--- config.mk ---
export PLATFORM = sky130hd
export DESIGN_NAME = seg_disp_sched
export DESIGN_NICKNAME = d
export VERILOG_FILES = /design/src/rtl/seg_pkg.sv /design/src/rtl/seg_bin2bcd.sv /design/src/rtl/seg_disp_sched.sv
export SDC_FILE = /design/constraint.sdc
export NUM_CORES = 1
export LEC_CHECK = 0
export BUFFER_PORTS_ARGS = -buffer_cell sky130_fd_sc_hd__buf_2
export CORE_ASPECT_RATIO = 1.75
export CORE_UTILIZATION = 53
export DETAILED_ROUTE_END_ITERATION = 7
export PLACE_DENSITY_LB_ADDON = 0.3
export SETUP_SLACK_MARGIN = 0.2
export SYNTH_ARGS = -nofsm -noshare
export SYNTH_HDL_FRONTEND = slang
export SYNTH_SLANG_ARGS = --single-unit
--- constraint.sdc ---
create_clock -name clk -period 2.9 [get_ports clk]
set_input_delay 0.58 -clock clk [delete_from_list [all_inputs] [get_ports clk]]
set_output_delay 0.58 -clock clk [all_outputs]
set_load 0.05 [all_outputs]
--- src/rtl/seg_pkg.sv ---
// Shared types and constants for the seven-segment display scheduler.
package seg_pkg;

    typedef enum logic [1:0] {IDLE, SELECT, CONVERT, SHOW} state_t;

    typedef logic [3:0] bcd_t;

    typedef struct packed {
        bcd_t d2;
        bcd_t d1;
        bcd_t d0;
    } bcd3_t;

    localparam bcd_t BLANK_CODE = 4'hF;
    localparam int   MAX_DISP   = 999;

    // Replace leading zero digits with the dark code; the ones digit always shows.
    function automatic bcd3_t lz_blank(input bcd3_t d);
        bcd3_t r;
        r = d;
        if (d.d2 == 4'd0)
            r.d2 = BLANK_CODE;
        if (d.d2 == 4'd0 && d.d1 == 4'd0)
            r.d1 = BLANK_CODE;
        return r;
    endfunction

endpackage

--- src/rtl/seg_bin2bcd.sv ---
// Sequential double-dabble binary-to-BCD core; WIDTH shift cycles after start,
// then a one-cycle done pulse with the result held on dout. Input must be <= 999.
module seg_bin2bcd
    import seg_pkg::*;
#(
    parameter int WIDTH = 10
) (
    input  logic             clk,
    input  logic             rst,
    input  logic             start,
    input  logic [WIDTH-1:0] din,
    output logic             done,
    output bcd3_t            dout
);

    localparam int CW = $clog2(WIDTH + 1);

    logic [WIDTH-1:0]    sh;
    logic [11:0]         acc;
    logic [11:0]         adj;
    logic [12+WIDTH-1:0] nxt;
    logic [CW-1:0]       cnt;
    logic                run;

    // Add-3 correction on every digit that would overflow past 9 after the shift.
    always_comb begin
        adj = acc;
        for (int d = 0; d < 3; d++) begin
            if (acc[4*d +: 4] >= 4'd5)
                adj[4*d +: 4] = acc[4*d +: 4] + 4'd3;
        end
        nxt = {adj, sh} << 1;
    end

    always_ff @(posedge clk) begin
        if (rst) begin
            sh   <= '0;
            acc  <= '0;
            cnt  <= '0;
            run  <= 1'b0;
            done <= 1'b0;
        end else begin
            done <= 1'b0;
            if (start) begin
                sh  <= din;
                acc <= '0;
                cnt <= CW'(WIDTH);
                run <= 1'b1;
            end else if (run) begin
                acc <= nxt[WIDTH +: 12];
                sh  <= nxt[WIDTH-1:0];
                cnt <= cnt - CW'(1);
                if (cnt == CW'(1)) begin
                    run  <= 1'b0;
                    done <= 1'b1;
                end
            end
        end
    end

    assign dout = bcd3_t'(acc);

endmodule

--- src/rtl/seg_disp_sched.sv ---
// Round-robin time-share of the 3-digit display between N_SRC producers.
// Optional SEG_LZ_BLANK_EN: leading zero digits are driven as the dark code.
module seg_disp_sched
    import seg_pkg::*;
#(
    parameter int N_SRC     = 3,
    parameter int WIDTH     = 10,
    parameter int DWELL_CYC = 50000000,
    parameter int SRC_W     = 2
) (
    input  logic                   clk,
    input  logic                   rst,
    input  logic [N_SRC-1:0]       src_vld,
    input  logic [N_SRC*WIDTH-1:0] src_val,
    input  logic                   hold,
    output logic [3:0]             bcd0,
    output logic [3:0]             bcd1,
    output logic [3:0]             bcd2,
    output logic [SRC_W-1:0]       disp_src,
    output logic                   disp_upd,
    output logic                   ovf,
    output logic                   busy
);

    localparam int DW = (DWELL_CYC > 1) ? $clog2(DWELL_CYC) : 1;

    state_t                       state, state_nx;
    logic [N_SRC-1:0][WIDTH-1:0]  hold_q;
    logic [N_SRC-1:0]             vld_q;
    logic [SRC_W-1:0]             cur_src;
    logic [SRC_W-1:0]             pick;
    logic                         ovf_pend;
    logic [DW-1:0]                dwell_cnt;
    logic                         sat;
    logic [WIDTH-1:0]             conv_val;
    logic                         conv_start;
    logic                         core_done;
    bcd3_t                        core_dout;
    bcd3_t                        shown;

    // Next source: first valid one after the displayed index, wrapping; hold keeps it.
    always_comb begin
        logic found;
        int   idx;
        pick  = disp_src;
        found = 1'b0;
        for (int k = 1; k <= N_SRC; k++) begin
            idx = int'(disp_src) + k;
            if (idx >= N_SRC)
                idx = idx - N_SRC;
            if (!found && vld_q[idx]) begin
                pick  = SRC_W'(idx);
                found = 1'b1;
            end
        end
        if (hold && vld_q[disp_src])
            pick = disp_src;
    end

    always_comb begin
        sat        = int'(hold_q[pick]) > MAX_DISP;
        conv_val   = sat ? WIDTH'(MAX_DISP) : hold_q[pick];
        conv_start = (state == SELECT);
    end

    always_comb begin
`ifdef SEG_LZ_BLANK_EN
        shown = lz_blank(core_dout);
`else
        shown = core_dout;
`endif
    end

    always_comb begin
        state_nx = state;
        case (state)
            IDLE:    if (|vld_q) state_nx = SELECT;
            SELECT:  state_nx = CONVERT;
            CONVERT: if (core_done) state_nx = SHOW;
            SHOW:    if (dwell_cnt == DW'(DWELL_CYC - 1)) state_nx = SELECT;
            default: state_nx = IDLE;
        endcase
    end

    always_ff @(posedge clk) begin
        if (rst) begin
            state     <= IDLE;
            hold_q    <= '0;
            vld_q     <= '0;
            cur_src   <= '0;
            ovf_pend  <= 1'b0;
            dwell_cnt <= '0;
            bcd0      <= '0;
            bcd1      <= '0;
            bcd2      <= '0;
            disp_src  <= '0;
            disp_upd  <= 1'b0;
            ovf       <= 1'b0;
            busy      <= 1'b0;
        end else begin
            state    <= state_nx;
            disp_upd <= 1'b0;
            for (int i = 0; i < N_SRC; i++) begin
                if (src_vld[i]) begin
                    hold_q[i] <= src_val[i*WIDTH +: WIDTH];
                    vld_q[i]  <= 1'b1;
                end
            end
            case (state)
                SELECT: begin
                    cur_src  <= pick;
                    ovf_pend <= sat;
                    busy     <= 1'b1;
                end
                CONVERT: begin
                    // Digits, index and overflow flag change together on this edge.
                    if (core_done) begin
                        bcd2      <= shown.d2;
                        bcd1      <= shown.d1;
                        bcd0      <= shown.d0;
                        disp_src  <= cur_src;
                        ovf       <= ovf_pend;
                        disp_upd  <= 1'b1;
                        busy      <= 1'b0;
                        dwell_cnt <= '0;
                    end
                end
                SHOW: begin
                    if (dwell_cnt != '1)
                        dwell_cnt <= dwell_cnt + DW'(1);
                end
                default: ;
            endcase
        end
    end

    seg_bin2bcd #(.WIDTH(WIDTH)) u_bin2bcd (
        .clk   (clk),
        .rst   (rst),
        .start (conv_start),
        .din   (conv_val),
        .done  (core_done),
        .dout  (core_dout)
    );

endmodule

==> run_results.csv <==
group,metric,value,unit
timing,worst_slew_pin_slew,0.675,ns
cts,cts_tree,"yes",
timing,period_share,99.4,%
critical_path,reg2reg_to,"u_bin2bcd.sh[3]",
critical_path,startpoint_type,"flip-flop",
critical_path,r2r_cells,12,
synth,synth_xor_xnor_area_share,5.52,%
layout,final_common_cell,"dfxtp_1",
detailed_routing,ant_nets,0,
timing,rsz0062_at_grt,"yes",
detailed_routing,via_per_inst,5.46,
synth,async_reset_ff_share,0,%
critical_path,r2r-start,"disp_src[0]",
timing,drv_slew,0,
power_and_ir_drop,combPwrFrac,21.8,%
power_and_ir_drop,internal-power,2.56,mW
critical_path,critPathKind,"flip-flop to flip-flop",
floorplanning,die_x,77.1,um
synth,synth_cells,599,
synth,synth-simple-area-share,21.1,%
layout,instances_no_fill,788,
cts,clockBufferDepth,2,
synth,synth_edf_count,0,
global_route,grt_pass1_vias,4172,
timing,setup_viol,0,
synth,synth_nets,653,
power_and_ir_drop,power_switching,1.12,mW
synth,synth_fa_ha_area_share,4.30,%
critical_path,critPathMaxFanout,8,
detailed_routing,drtIter0Drc,190,
detailed_routing,dr_total_vias,4302,
timing,relSlewSlack,54.9,%
layout,mostFrequentLayoutCells,"dfxtp_1, nor2_1, nand2_1",
placement,routabilityCongestion,0.880,
critical_path,arrival,3.13,ns
worst_hold_path,holdCritPathClass,"flip-flop to flip-flop",
synth,synth_top_family_by_area,"simple AND/OR/NAND/NOR gates",
layout,final_nets,715,
synth,seq_area_frac_synth,41.7,%
run_status,status,"complete, no violations",
timing,fmax,0.347,GHz
synth,synth-main-ff-cell,"dfxtp_1",
timing,skew,0.00864,ns
layout,drive_gt1_share,20.9,%
cts,root_buffer,"clkbuf_16",
global_route,grt_pass1_wl,18.7,mm
synth,yosys_warnings,0,
placement,dp.cells,753,
synth,synth_compound_area_share,11.6,%
synth,synth_cell_type_count,59,
power_and_ir_drop,swShare,30.5,%
cts,clock-sinks,109,
power_and_ir_drop,pwr-share-clk,32.1,%
layout,antenna_cells,0,
power_and_ir_drop,leakagePower,2.53,nW
power_and_ir_drop,seq_power_share,46.2,%
floorplanning,fp.dieH,133,um
critical_path,endpoint_kind,"flip-flop",
worst_hold_path,hold_end,"bcd2[1]",
global_route,overflow,0,
worst_hold_path,hp-start,"bcd2[1]",
worst_hold_path,holdPathStages,2,
layout,fillCellCount,780,
timing,setup_tns,0,ns
power_and_ir_drop,pwr_density_cell,590,nW/um^2
detailed_routing,dr.pass1.iters,5,
critical_path,required,3.14,ns
layout,syn_to_final_growth,19.5,%
cts,clock_latency,0.35,ns
placement,dp_hpwl,7.96,mm
cts,cts_hold_buf,0,
placement,io_buffers,52,
floorplanning,start_util,54.9,%
synth,syn_area,5230,sq um
power_and_ir_drop,p_total,3.69,mW
timing,period_needed,2.88,ns
global_route,track_usage,22.8,%
floorplanning,core,9530,sq um
synth,muxShareOfSynthArea,11.4,%
floorplanning,die-area,10300,sq um
cts,path_clk_slew,0.08,ns
critical_path,r2r_slack,0.02,ns
power_and_ir_drop,irDropWorstVdd,0.000516,V
detailed_routing,drc,0,
global_route,antenna_found_initial,0,
layout,post-route-util,65.6,%
detailed_routing,wirelength,11.6,mm
global_route,grt_max_degree,30,
floorplanning,io_pins,53,
job,drv_cap,0,
detailed_routing,routedWlPerCell,14.8,um
floorplanning,row_count,47,
synth,ys_seq_elements,109,
timing,hold_viol,0,
synth,synth_area_per_cell,8.74,sq um
cts,cts_buffers,9,
cts,cts_max_level,3,
-- cell families after synthesis --
logic type	count (synthesis)
AND/OR/NAND/NOR	238
flip-flops	109
AO/OA/AOI/OAI	92
multiplexers	59
buffers and inverters	50
XOR/XNOR	33
adder cells (fa/ha/maj)	18
-- Yosys cell counts (all sizes together), types with 7 or more instances --
cell type | n | share of area (%)
dfxtp | 109 | 42
xor2 | 20 | 3.3
clkbuf | 18 | 1.3
a21oi | 37 | 3.5
o21ai | 17 | 1.6
nor2 | 105 | 7.5
buf | 15 | 1.8
inv | 17 | 1.2
ha | 18 | 4.3
and3 | 8 | 1.1
nand2 | 57 | 4.1
nor2b | 8 | 0.96
and2 | 7 | 0.84
xnor2 | 13 | 2.2
nand4 | 10 | 1.2
mux2i | 54 | 10
a211oi | 9 | 1.3
nand2b | 8 | 0.96
nand3 | 15 | 1.4
-- how the worst max path moves through the flow --
stage | slack [ns] | cells after the start | to | start
floorplan | 0.04 | 13 | u_bin2bcd.sh[3] | disp_src[0]
global placement | 0.13 | 10 | u_bin2bcd.sh[2] | disp_src[0]
detailed placement | 0.02 | 11 | u_bin2bcd.sh[3] | disp_src[1]
CTS | 0.11 | 10 | u_bin2bcd.sh[2] | disp_src[0]
global route | -0.06 | 12 | u_bin2bcd.sh[3] | disp_src[0]
finish | 0.02 | 12 | u_bin2bcd.sh[3] | disp_src[0]
-- power groups by stage --
stage | sequential, mW | combinational [mW] | clock (mW)
after detailed placement | 1.73 | 0.710 | 0
after CTS | 1.70 | 0.753 | 1.20
after global placement | 1.73 | 0.693 | 0
final | 1.70 | 0.803 | 1.18
after global routing | 1.72 | 0.881 | 1.26
after floorplan | 1.72 | 0.557 | 0
-- routing by layer --
| metal | track usage (%) | part of all wire, % | vias up |
|---|---|---|---|
| met5 | 0 | 0 | - |
| met4 | 11.9 | 3.7 | 0 |
| met3 | 4.59 | 2.6 | 30 |
| met2 | 43.3 | 54 | 92 |
| met1 | 22.8 | 40 | 2014 |
| li1 | - | - | 2166 |
-- state kept, by name (all words and copies together), names as in the netlist, 2 cells and up --
register        count
cur_src             2
dwell_cnt          26
hold_q             30
vld_q               3
bcd2                4
disp_src            2
state               2
u_bin2bcd.cnt       4
bcd0                4
u_bin2bcd.sh       10
bcd1                4
u_bin2bcd.dout     12
-- timing repair --
action	in CTS	in global routing
buffers inserted	12	5
cloned	1	1
gates resized for setup	12	16
setup endpoints to repair	6	11
pin swaps	7	14
-- final cells by class --
class                   instances  area (sq um)  area share, %
flip-flops and latches        109          2190           35.0
multi-input cells             440          2960           47.4
clock inverters                 7          61.3          0.981
clock buffers                   9           225           3.60
repair buffers                 84           587           9.39
inverters                      17          75.1           1.20
well taps                     122           153           2.44
-- through the flow --
step | setup slack (ns) | cell area (sq um) | hold WS [ns]
after floorplan | 0.0382 | 5290 | 0.421
after global placement | 0.131 | 5640 | 0.439
after detailed placement | 0.0180 | 5640 | 0.443
after CTS | 0.110 | 6140 | 0.453
after global routing | -0.0562 | 6250 | 0.459
final | 0.0179 | 6250 | 0.453
-- critical path, stage by stage (launching register included) --
cell and delay, ns:
dfxtp_4 0.38, buf_4 0.12, ha_2 0.26, nand2b_1 0.16, o21ai_0 0.19, a2111oi_4 0.47
a221oi_4 0.11, buf_12 0.17, nor2_4 0.17, a22oi_2 0.11, buf_4 0.15, nand3b_1 0.19
a32o_1 0.30
(Power assumes the default switching activity.)
